<file path="src/rtl/hazard_flush_ctrl.sv">
// hazard_flush_ctrl: hazard and flush controller for the 5-stage MIPS pipeline.
//
// Generates the PC and IF/ID enables, the IF/ID and ID/EX flushes and a freeze of the later
// pipeline registers from three conditions:
//   - a load in EX whose destination is read by the instruction in ID (load-use),
//   - a taken branch or jump resolved in EX (redirect),
//   - a data memory that is not ready (MemBusy).
// A redirect is followed by REDIRECT_FLUSH_CYCLES cycles of IF/ID flush (the shadow). A redirect
// that arrives while memory is busy is remembered and applied on the first non-busy cycle.
//
// Parameters:
//   REDIRECT_FLUSH_CYCLES  extra IF/ID flush cycles after a redirect (0..7)
//   STAT_W                 width of the statistics counters
//
// Ports:
//   Clk, Rst               clock; asynchronous active-low reset
//   ID_EX_MemRead/RegisterRt   load in EX and its destination register
//   IF_ID_RegisterRs/Rt/UsesRt source registers of the instruction in ID
//   RedirectEX, MemBusy    redirect resolved in EX; data memory wait
//   PCWrite, IF_ID_Write   front-end enables
//   IF_ID_Flush, ID_EX_Flush   register flushes
//   PipeHold               freezes ID/EX, EX/MEM and MEM/WB
//   StallCount, FlushCount saturating stall-cycle and redirect counters
//
// Optional feature: define HAZARD_STATS_EN to build the StallCount/FlushCount ports and
// counters. Without it the ports are absent and the control behaviour is unchanged.

module hazard_flush_ctrl #(
  parameter int unsigned REDIRECT_FLUSH_CYCLES = 1,
  parameter int unsigned STAT_W                = 16
) (
  input  logic       Clk,
  input  logic       Rst,
  input  logic       ID_EX_MemRead,
  input  logic [4:0] ID_EX_RegisterRt,
  input  logic [4:0] IF_ID_RegisterRs,
  input  logic [4:0] IF_ID_RegisterRt,
  input  logic       IF_ID_UsesRt,
  input  logic       RedirectEX,
  input  logic       MemBusy,
  output logic       PCWrite,
  output logic       IF_ID_Write,
  output logic       IF_ID_Flush,
  output logic       ID_EX_Flush,
  output logic       PipeHold
`ifdef HAZARD_STATS_EN
  ,
  output logic [STAT_W-1:0] StallCount,
  output logic [STAT_W-1:0] FlushCount
`endif
);

  typedef enum logic [1:0] {StRun, StHold, StShadow} state_e;

  localparam logic [2:0] ShadowLen = 3'(REDIRECT_FLUSH_CYCLES);

  state_e     st_q, st_d;
  logic [2:0] cnt_q, cnt_d;
  logic       pend_q, pend_d;
  logic       load_use;
  logic       redirect_now;

  // Register 0 is hard-wired to zero, so a load targeting it never creates a dependency.
  assign load_use = ID_EX_MemRead && (ID_EX_RegisterRt != 5'd0) &&
                    ((ID_EX_RegisterRt == IF_ID_RegisterRs) ||
                     (IF_ID_UsesRt && (ID_EX_RegisterRt == IF_ID_RegisterRt)));

  assign redirect_now = !MemBusy && (RedirectEX || pend_q);

  always_comb begin
    st_d        = st_q;
    cnt_d       = cnt_q;
    pend_d      = pend_q;
    PCWrite     = 1'b1;
    IF_ID_Write = 1'b1;
    IF_ID_Flush = 1'b0;
    ID_EX_Flush = 1'b0;
    PipeHold    = 1'b0;

    if (MemBusy) begin
      PCWrite     = 1'b0;
      IF_ID_Write = 1'b0;
      PipeHold    = 1'b1;
      st_d        = StHold;
      pend_d      = pend_q | RedirectEX;
    end else if (redirect_now) begin
      IF_ID_Flush = 1'b1;
      ID_EX_Flush = 1'b1;
      pend_d      = 1'b0;
      if (ShadowLen != 3'd0) begin
        st_d  = StShadow;
        cnt_d = ShadowLen;
      end else begin
        st_d = StRun;
      end
    end else if (st_q == StShadow) begin
      // Wrong-path fetches are still arriving; load-use is irrelevant for them.
      IF_ID_Flush = 1'b1;
      cnt_d       = cnt_q - 3'd1;
      if (cnt_q == 3'd1) begin
        st_d = StRun;
      end
    end else if (load_use) begin
      PCWrite     = 1'b0;
      IF_ID_Write = 1'b0;
      ID_EX_Flush = 1'b1;
      st_d        = StRun;
    end else begin
      st_d = StRun;
    end

    // Keep the pipe empty and the front end stopped while reset is asserted.
    if (!Rst) begin
      PCWrite     = 1'b0;
      IF_ID_Write = 1'b0;
      IF_ID_Flush = 1'b1;
      ID_EX_Flush = 1'b1;
      PipeHold    = 1'b0;
    end
  end

  always_ff @(posedge Clk or negedge Rst) begin
    if (!Rst) begin
      st_q   <= StRun;
      cnt_q  <= 3'd0;
      pend_q <= 1'b0;
    end else begin
      st_q   <= st_d;
      cnt_q  <= cnt_d;
      pend_q <= pend_d;
    end
  end

`ifdef HAZARD_STATS_EN
  logic [STAT_W-1:0] stall_cnt_q;
  logic [STAT_W-1:0] flush_cnt_q;

  always_ff @(posedge Clk or negedge Rst) begin
    if (!Rst) begin
      stall_cnt_q <= '0;
      flush_cnt_q <= '0;
    end else begin
      if (!PCWrite && (stall_cnt_q != {STAT_W{1'b1}})) begin
        stall_cnt_q <= stall_cnt_q + 1'b1;
      end
      if (redirect_now && (flush_cnt_q != {STAT_W{1'b1}})) begin
        flush_cnt_q <= flush_cnt_q + 1'b1;
      end
    end
  end

  assign StallCount = stall_cnt_q;
  assign FlushCount = flush_cnt_q;
`else
  // Keeps the counter width parameter referenced when the counters are compiled out.
  logic unused_stat_w;
  assign unused_stat_w = (STAT_W == 0);
`endif

endmodule

</file>
<file path="config.mk">
export PLATFORM = sky130hd
export DESIGN_NAME = hazard_flush_ctrl
export DESIGN_NICKNAME = d
export VERILOG_FILES = /design/src/rtl/hazard_flush_ctrl.sv
export SDC_FILE = /design/constraint.sdc
export NUM_CORES = 1
export LEC_CHECK = 0
export ABC_AREA = 1
export ABC_CLOCK_PERIOD_IN_PS = 1000
export BUFFER_PORTS_ARGS = -buffer_cell sky130_fd_sc_hd__buf_2
export CAP_MARGIN = 10
export CORE_MARGIN = 2
export CORE_UTILIZATION = 42
export CTS_BUF_LIST = sky130_fd_sc_hd__clkbuf_8
export DETAILED_ROUTE_END_ITERATION = 6
export GPL_TIMING_DRIVEN = 0
export PLACE_DENSITY = 0.77
export REMOVE_ABC_BUFFERS = 1
export SYNTH_ARGS = -nofsm -noshare
export SYNTH_HDL_FRONTEND = slang
export SYNTH_SLANG_ARGS = --single-unit
export TNS_END_PERCENT = 30
</file>
<file path="constraint.sdc">
create_clock -name Clk -period 1 [get_ports Clk]
set_input_delay 0.15 -clock Clk [delete_from_list [all_inputs] [get_ports Clk]]
set_output_delay 0.15 -clock Clk [all_outputs]
set_load 0.02 [all_outputs]
</file>
==> results of run 1 <==
-- what timing repair did --
| item | 4_1_cts | 5_1_grt |
|---|---|---|
| hold endpoints to repair | 6 | 6 |
| endpoints found under the setup margin | 8 | 8 |
| buffers inserted | 1 | 0 |
| pin swaps | 2 | 2 |
| gates resized for setup | 8 | 4 |
-- path summary, 6_finish.rpt --
path                           from          end  cells past startpoint
setup / recovery            st_q[1]  ID_EX_Flush                      7
hold / removal                  Rst     cnt_q[0]                      1
setup reg to reg            st_q[0]      st_q[1]                      6
hold reg to reg            cnt_q[2]      st_q[1]                      2
max in group asynchronous       Rst       pend_q                      1
min in group Clk            MemBusy      st_q[0]                      1
-- metrics by stage --
stage / setup TNS [ps] / power (µW) / instances
6_report: -1520 / 867 / 139
5_1_grt: -2050 / 921 / 139
4_1_cts: -1500 / 864 / 139
3_5_place_dp: -1160 / 474 / 135
3_3_place_gp: -1040 / 469 / 135
2_1_floorplan: -403 / 388 / 95
-- kinds of logic after synthesis --
kind of cell    share of synthesized area (%)
simple gates                             40.0
buf+inv                                  19.9
compound gates                           6.41
flops                                    27.5
fa+ha+maj                                4.58
xor+xnor                                 1.60
-- per-layer routing --
| layer | up-vias | share of wire [%] | routed length [µm] |
|---|---|---|---|
| met5 | - | 0 | 0 |
| met4 | 0 | 2.5 | 31 |
| met3 | 4 | 5.8 | 71 |
| met2 | 16 | 48 | 593 |
| met1 | 286 | 43 | 529 |
| li1 | 336 | - | - |
-- cell type report --
cell class / instances / share of cell area, %
Timing Repair Buffer: 26 / 19.8
Tap cell: 15 / 2.48
Sequential cell: 6 / 19.8
Inverter: 26 / 12.9
Clock buffer: 3 / 5.45
Multi-Input combinational cell: 63 / 39.6
-- power by group through the flow --
stage          Combinational (µW)  Sequential [µW]  Clock (µW)
3_3_place_gp                  202              267           0
2_1_floorplan                 122              266           0
5_1_grt                       263              268         389
6_report                      230              267         370
3_5_place_dp                  207              267           0
4_1_cts                       223              266         375
-- state kept, by name (all words and copies together), names as in the netlist --
signal  count
cnt_q       3
st_q        2
pend_q      1
-- cells in the final DEF (no fill, tap or decap) --
master / count
nor3b_1: 1
nand2_1: 32
nand3_1: 4
dfrtp_1: 6
nand3b_1: 1
nand4_1: 1
a31oi_1: 1
inv_2: 3
a21oi_1: 3
nor2_4: 1
xnor2_1: 1
o21ai_0: 1
clkbuf_8: 3
nor2_1: 11
inv_1: 23
buf_6: 2
ha_1: 2
nor2_2: 2
nor3_1: 1
buf_4: 3
buf_2: 21
a21oi_2: 1
==> impl_metrics.env, run 1 <==
export IMPL_outcome="finished, violations left"
export IMPL_violations="hold timing, setup timing"
export IMPL_cts_buffers=3
export IMPL_hold_ws_ps=-242
export IMPL_routedWlPerCell_um=8.81
export IMPL_clk_latency_ps=230
export IMPL_grt_overflow=0
export IMPL_p_int_uw=618
export IMPL_worstPathMaxFanout=2
export IMPL_rows=13
export IMPL_syn_area_um2=547
export IMPL_n_fill_cell=124
export IMPL_area_growth_synth_to_final_pct=38.7
export IMPL_drc=0
export IMPL_synth_area_leaders="dfrtp_1 27%, nand2_1 22%, inv_1 17%, nor2_1 9.6%, ha_1 4.6%"
export IMPL_worstMarginPinSlew_ps=232
export IMPL_ys_types=18
export IMPL_netlist_area_leader_share_pct=27.5
export IMPL_dp_hpwl_um=922
export IMPL_dr_pass1_iters=2
export IMPL_async_flop_share_pct=100
export IMPL_synth_edff_count=0
export IMPL_p_per_area_nw_per_um2=1140
export IMPL_rsz0062_at_grt="true"
export IMPL_worstPathArrival_ps=1220
export IMPL_p_comb_share_pct=26.5
export IMPL_grt_met2_usage_pct=31.9
export IMPL_crit_path_max_incr_delay_ps=350
export IMPL_finalWirelength_mm=1.23
export IMPL_fp_dieH_um=40.1
export IMPL_crit_chain="inv_1 -> nor2_2 -> nand3b_1 -> inv_1 -> nand2_1 -> a21oi_2 -> buf_4"
export IMPL_synthFlopType="dfrtp_1"
export IMPL_grt_start_max_net_pins=10
export IMPL_irDropWorstVdd_uv=1010
export IMPL_ys_ff_latch=6
export IMPL_dp_slack_ps=-289
export IMPL_yosysMostFrequentCell="nand2_1"
export IMPL_first_global_vias=513
export IMPL_setup_viol=7
export IMPL_die_w_um=40.1
export IMPL_clock_path_buffers=2
export IMPL_use_met3_pct=7.22
export IMPL_boundaryPins=26
export IMPL_cts_root_buf="clkbuf_8"
export IMPL_critical_path_top_delay_family="flip-flops"
export IMPL_cpMaxStageDelayCell="dfrtp_1"
export IMPL_criticalPathCategory="register to output port"
export IMPL_dpl_cell_area_um2=679
export IMPL_globalplace_congestion=0.802
export IMPL_fin_util_pct=60.5
export IMPL_fp_coreArea_um2=1250
export IMPL_final_setup_worst_slack_ps=-366
export IMPL_die_area_um2=1610
export IMPL_antenna_found_initial=0
export IMPL_netlist_instances=97
export IMPL_yosysTopAreaCell="dfrtp_1"
export IMPL_seq_power_share_pct=30.8
export IMPL_cpMostUsedCell="inv_1"
export IMPL_slew_headroom_pct=84.5
export IMPL_reg2reg_setup_slack_ps=-70
export IMPL_cts_sinks=6
export IMPL_start_util_pct=43.7
export IMPL_gr_max_usage_layer="met2"
export IMPL_multi_input_area_um2=300
export IMPL_fin_area_um2=758
export IMPL_num_antenna_cells=0
export IMPL_path_clk_slew_ps=40
export IMPL_globalRouteMet1Util_pct=18.9
export IMPL_path_buf_inv=3
export IMPL_grt_first_pass_wirelength_mm=1.94
export IMPL_period_needed_ps=1370
export IMPL_drtAntennaViolNets=0
export IMPL_seqCellArea_um2=150
export IMPL_cts_tree="done"
export IMPL_drt_initial_drc_count=9
export IMPL_finalClockSkew_ps=6.33
export IMPL_hp_class="primary input to async pin"
export IMPL_end_kind="output port"
export IMPL_p_sw_uw=249
export IMPL_layout_nets=149
export IMPL_synth_area_per_cell_um2=5.64
export IMPL_htreeDepth=1
export IMPL_ys_seq_area_share_pct=27.5
export IMPL_drive_gt1_share_pct=29.0
export IMPL_swShare_pct=28.7
export IMPL_yosys_top_cells_count="32 x nand2_1, 25 x inv_1, 14 x nor2_1"
export IMPL_timing_final_hold_violations=6
export IMPL_cp_start_kind="register"
export IMPL_p_clk_share_pct=42.7
export IMPL_fmax_mhz=732
export IMPL_via_per_inst=4.62
export IMPL_finalMaxSlewViolations=0
export IMPL_track_usage_pct=18.7
export IMPL_min_period_over_period_pct=137
export IMPL_p_leak_uw=0.000487
export IMPL_ys_warn_count=0
export IMPL_numPortBuffers=25
export IMPL_maxCapViolCount=0
export IMPL_vias=642
export IMPL_crit_required_ps=850
No activity file was read; power rests on OpenSTA's default activity.
==> run 2: changes to the inputs <==
--- a/config.mk
+++ b/config.mk
@@ -14,8 +14,10 @@
 export CTS_BUF_LIST = sky130_fd_sc_hd__clkbuf_8
 export DETAILED_ROUTE_END_ITERATION = 6
 export GPL_TIMING_DRIVEN = 0
+export MAX_ROUTING_LAYER = met4
 export PLACE_DENSITY = 0.77
 export REMOVE_ABC_BUFFERS = 1
+export SKIP_CTS_REPAIR_TIMING = 1
 export SYNTH_ARGS = -nofsm -noshare
 export SYNTH_HDL_FRONTEND = slang
 export SYNTH_SLANG_ARGS = --single-unit
==> impl_metrics.env, run 2 (synthesis results as in run 1) <==
export IMPL_largest_reg_flops=3
export IMPL_rsz0062_at_grt="true"
export IMPL_cts_buffers=3
export IMPL_min_period_over_period_pct=136
export IMPL_numPortBuffers=25
export IMPL_grt_start_max_net_pins=10
export IMPL_cts_root_buf="clkbuf_8"
export IMPL_finalMaxSlewViolations=0
export IMPL_worstPathMaxFanout=2
export IMPL_drc=0
export IMPL_r2r_start="st_q[0]"
export IMPL_num_antenna_cells=0
export IMPL_grt_overflow=0
export IMPL_final_common_cell="nand2_1"
export IMPL_fp_dieH_um=40.1
export IMPL_slew_headroom_pct=84.5
export IMPL_fin_area_um2=748
export IMPL_power_uw=855
export IMPL_dp_cells=135
export IMPL_use_met3_pct=7.22
export IMPL_irDropWorstVdd_uv=1010
export IMPL_outcome="finished, violations left"
export IMPL_globalRouteMet1Util_pct=18.6
export IMPL_die_area_um2=1610
export IMPL_criticalPathCategory="register to output port"
export IMPL_antenna_found_initial=0
export IMPL_top_regs="cnt_q (3), st_q (2), pend_q (1)"
export IMPL_drive_gt1_share_pct=29.3
export IMPL_worstPathArrival_ps=1210
export IMPL_via_per_inst=4.57
export IMPL_cp_start_kind="register"
export IMPL_layout_nets=148
export IMPL_finalWirelength_mm=1.14
export IMPL_final_setup_worst_slack_ps=-358
export IMPL_first_global_vias=474
export IMPL_p_per_area_nw_per_um2=1140
export IMPL_timing_final_hold_violations=6
export IMPL_start_util_pct=43.7
export IMPL_period_needed_ps=1360
export IMPL_dpl_cell_area_um2=679
export IMPL_cts_tree="done"
export IMPL_globalplace_congestion=0.814
export IMPL_clk_latency_ps=230
export IMPL_fp_coreArea_um2=1250
export IMPL_drtAntennaViolNets=0
export IMPL_dr_pass1_iters=4
export IMPL_hp_class="primary input to async pin"
export IMPL_crit_required_ps=850
export IMPL_rows=13
export IMPL_p_leak_uw=0.000479
export IMPL_boundaryPins=26
export IMPL_vias=630
export IMPL_n_fill_cell=125
export IMPL_gr_max_usage_layer="met2"
export IMPL_grt_first_pass_wirelength_mm=1.81
export IMPL_htreeDepth=1
export IMPL_hold_ws_ps=-242
export IMPL_grt_met2_usage_pct=28.6
export IMPL_maxCapViolCount=0
export IMPL_final_cell_mix="32 x nand2_1, 22 x inv_1, 22 x buf_2"
export IMPL_routedWlPerCell_um=8.24
export IMPL_path_clk_slew_ps=40
export IMPL_clock_path_buffers=2
export IMPL_largest_register="cnt_q"
export IMPL_drt_initial_drc_count=10
export IMPL_die_w_um=40.1
export IMPL_violations="hold timing, setup timing"
export IMPL_worstMarginPinSlew_ps=231
export IMPL_totalNegativeSetupSlack_ps=-1360
export IMPL_startpoint="st_q[1]"
export IMPL_end_kind="output port"
export IMPL_setup_viol=5
export IMPL_finalClockSkew_ps=5.51
export IMPL_area_growth_synth_to_final_pct=36.8
export IMPL_stdcell_count=138
export IMPL_fmax_mhz=736
export IMPL_cts_sinks=6
export IMPL_track_usage_pct=17.8
export IMPL_dp_hpwl_um=922
run 2: cell types whose count changed in the layout (fill, tap and decap cells not counted), sizes merged:
cell	before	now
buf	26	25
run 2: routing by layer:
layer	part of all wire [%]	vias to the layer above
li1	-	335
met1	45	275
met2	47	16
met3	6.4	4
met4	2.4	0
met5	0	-
run 2: final timing paths:
check	slack (ps)	to	cells past startpoint
min in group Clk	100	st_q[0]	1
worst min-delay path	-240	cnt_q[0]	1
max in group asynchronous	1070	cnt_q[1]	1
worst max-delay path	-360	ID_EX_Flush	7
worst min register to register	540	pend_q	2
worst max register to register	0	cnt_q[2]	5
run 2: critical path, stage by stage, from the launching register on:
cell and delay, ps:
dfrtp_1 350, inv_1 60, nor2_2 40, nand3b_1 140, inv_1 70, nand2_1 60, a21oi_2 120, buf_4 150
run 2: cell type report:
cell class	count	area [µm²]	share of cell area [%]
clock buffers	3	41.3	5.52
inverters	26	97.6	13.0
multi-input cells	63	300	40.1
flip-flops and latches	6	150	20.1
well taps	15	18.8	2.51
repair buffers	25	140	18.7
run 2: per-stage QoR:
stage / setup slack (ps) / hold WS [ps] / utilization [%]
floorplan: -120 / -146 / -
global route: -429 / -233 / 59.7
detailed placement: -289 / -0.806 / 54.2
global placement: -275 / -2.66 / 54.2
CTS: -532 / -241 / 57.5
finish: -358 / -242 / 59.7
run 2: where the power goes:
| part | internal [µW] | total [µW] | switching (µW) |
|---|---|---|---|
| Sequential | 259 | 267 | 7.59 |
| Clock | 259 | 368 | 109 |
| Combinational | 93.7 | 221 | 127 |
==> run 3: changes to the inputs <==
--- a/config.mk
+++ b/config.mk
@@ -9,7 +9,7 @@
 export ABC_CLOCK_PERIOD_IN_PS = 1000
 export BUFFER_PORTS_ARGS = -buffer_cell sky130_fd_sc_hd__buf_2
 export CAP_MARGIN = 10
-export CORE_MARGIN = 2
+export CORE_MARGIN = 3
 export CORE_UTILIZATION = 42
 export CTS_BUF_LIST = sky130_fd_sc_hd__clkbuf_8
 export DETAILED_ROUTE_END_ITERATION = 6
==> impl_metrics.env, run 3 (synthesis results as in run 1) <==
export IMPL_first_global_vias=437
export IMPL_timing_final_hold_violations=0
export IMPL_final_cell_mix="31 x nand2_1, 22 x inv_1, 22 x buf_2"
export IMPL_dr_pass1_iters=4
export IMPL_drtAntennaViolNets=0
export IMPL_maxCapViolCount=0
export IMPL_clk_latency_ps=220
export IMPL_fin_area_um2=762
export IMPL_outcome="finished, violations left"
export IMPL_violations="setup timing"
export IMPL_dp_cells=134
export IMPL_p_per_area_nw_per_um2=1110
export IMPL_drt_initial_drc_count=16
export IMPL_finalWirelength_mm=1.19
export IMPL_num_antenna_cells=0
export IMPL_track_usage_pct=13.2
export IMPL_drive_gt1_share_pct=29.8
export IMPL_rsz0062_at_grt="true"
export IMPL_final_common_cell="nand2_1"
export IMPL_final_setup_worst_slack_ps=-395
export IMPL_power_uw=845
export IMPL_antenna_found_initial=0
export IMPL_cts_buffers=3
export IMPL_rows=12
export IMPL_crit_chain="nor2_4 -> nor2_1 -> nor2_1 -> nand2_1 -> buf_2"
export IMPL_routedWlPerCell_um=8.62
export IMPL_worstMarginPinSlew_ps=277
export IMPL_area_growth_synth_to_final_pct=39.4
export IMPL_cpMostUsedCell="nor2_1"
export IMPL_cts_sinks=6
export IMPL_worstPathMaxFanout=5
export IMPL_boundaryPins=26
export IMPL_via_per_inst=4.47
export IMPL_largest_reg_flops=3
export IMPL_finalMaxSlewViolations=0
export IMPL_clock_path_buffers=2
export IMPL_die_area_um2=1770
export IMPL_min_from="MemBusy"
export IMPL_globalplace_congestion=0.785
export IMPL_setup_viol=7
export IMPL_cp_start_kind="register"
export IMPL_grt_overflow=0
export IMPL_layout_nets=149
export IMPL_largest_register="cnt_q"
export IMPL_min_to="st_q[0]"
export IMPL_hold_depth=1
export IMPL_cpMaxStageDelayCell="dfrtp_1"
export IMPL_end_kind="output port"
export IMPL_hp_class="primary input to register"
export IMPL_reg2reg_setup_slack_ps=-30
export IMPL_vias=617
export IMPL_reg2reg_depth=4
export IMPL_r2r_start="cnt_q[0]"
export IMPL_top_regs="cnt_q (3), st_q (2), pend_q (1)"
export IMPL_reg2reg_to="cnt_q[2]"
export IMPL_period_needed_ps=1400
export IMPL_criticalPathCategory="register to output port"
export IMPL_fp_coreArea_um2=1160
export IMPL_fp_dieH_um=42.1
export IMPL_irDropWorstVdd_uv=896
export IMPL_p_leak_uw=0.000486
export IMPL_die_w_um=42.1
export IMPL_dp_hpwl_um=932
export IMPL_start_util_pct=47.3
export IMPL_crit_path_max_incr_delay_ps=380
export IMPL_path_clk_slew_ps=30
export IMPL_slew_headroom_pct=81.5
export IMPL_stdcell_count=138
export IMPL_cts_tree="done"
export IMPL_finalClockSkew_ps=0.860
export IMPL_worstPathArrival_ps=1250
export IMPL_grt_first_pass_wirelength_mm=1.76
export IMPL_dpl_cell_area_um2=678
export IMPL_fmax_mhz=717
export IMPL_crit_required_ps=850
export IMPL_grt_start_max_net_pins=10
export IMPL_cts_root_buf="clkbuf_8"
export IMPL_drc=0
export IMPL_min_period_over_period_pct=140
export IMPL_numPortBuffers=25
export IMPL_htreeDepth=1
-- run 3: changes by cell type in the layout (fill, tap and decap cells not counted) --
cell / delta
dlygate4sd3_1: +1
nand2_1: -1
nand2_2: +1
nor2_1: +1
nor2_2: -1
nor3b_1: -1
nor3b_2: +1
-- run 3: cell type report --
class                      count  area (µm²)
fill                         108         394
timing repair buffer          26         150
multi-input combinational     63         305
tap                           14        17.5
clock buffer                   3        41.3
sequential                     6         150
inverter                      26        97.6
-- run 3: critical path: cells and delay by family (launching register included) --
family,cells,cell delay (ps)
flip-flops,1,380
buffers and inverters,1,160
AND/OR/NAND/NOR,4,480
-- run 3: how the worst max path moves through the flow --
stage	from	to	slack [ps]	depth (start not counted)
after floorplan	pend_q	IF_ID_Flush	-120	4
after global placement	pend_q	IF_ID_Flush	-250	5
after detailed placement	pend_q	IF_ID_Flush	-270	5
after CTS	pend_q	IF_ID_Flush	-520	5
after global routing	st_q[1]	ID_EX_Flush	-480	7
final	pend_q	IF_ID_Flush	-400	5
-- run 3: power by group --
| part | switching [µW] | internal [µW] | leakage [µW] | total, µW |
|---|---|---|---|---|
| Clock | 92.8 | 258 | 0.0000216 | 350 |
| Combinational | 130 | 97.3 | 0.000391 | 227 |
| Sequential | 7.73 | 259 | 0.0000736 | 267 |
| Total | 231 | 614 | 0.000486 | 845 |
-- run 3: layer usage --
layer	part of all wire, %	GRT usage [%]	vias up
met1	46	17.7	258
li1	-	-	338
met4	0	1.86	0
met5	0	-	-
met2	46	17.9	21
met3	7.7	6.87	0
-- run 3: metrics by stage --
stage | hold WS, ps | TNS (ps) | util (%) | worst slack, ps
final | 102 | -1560 | 65.9 | -395
after global routing | 110 | -2140 | 65.9 | -479
after CTS | -229 | -2140 | 62.2 | -516
after detailed placement | -1.36 | -1150 | 58.7 | -273
after global placement | -3.57 | -1000 | 58.7 | -255
after floorplan | -146 | -403 | - | -120
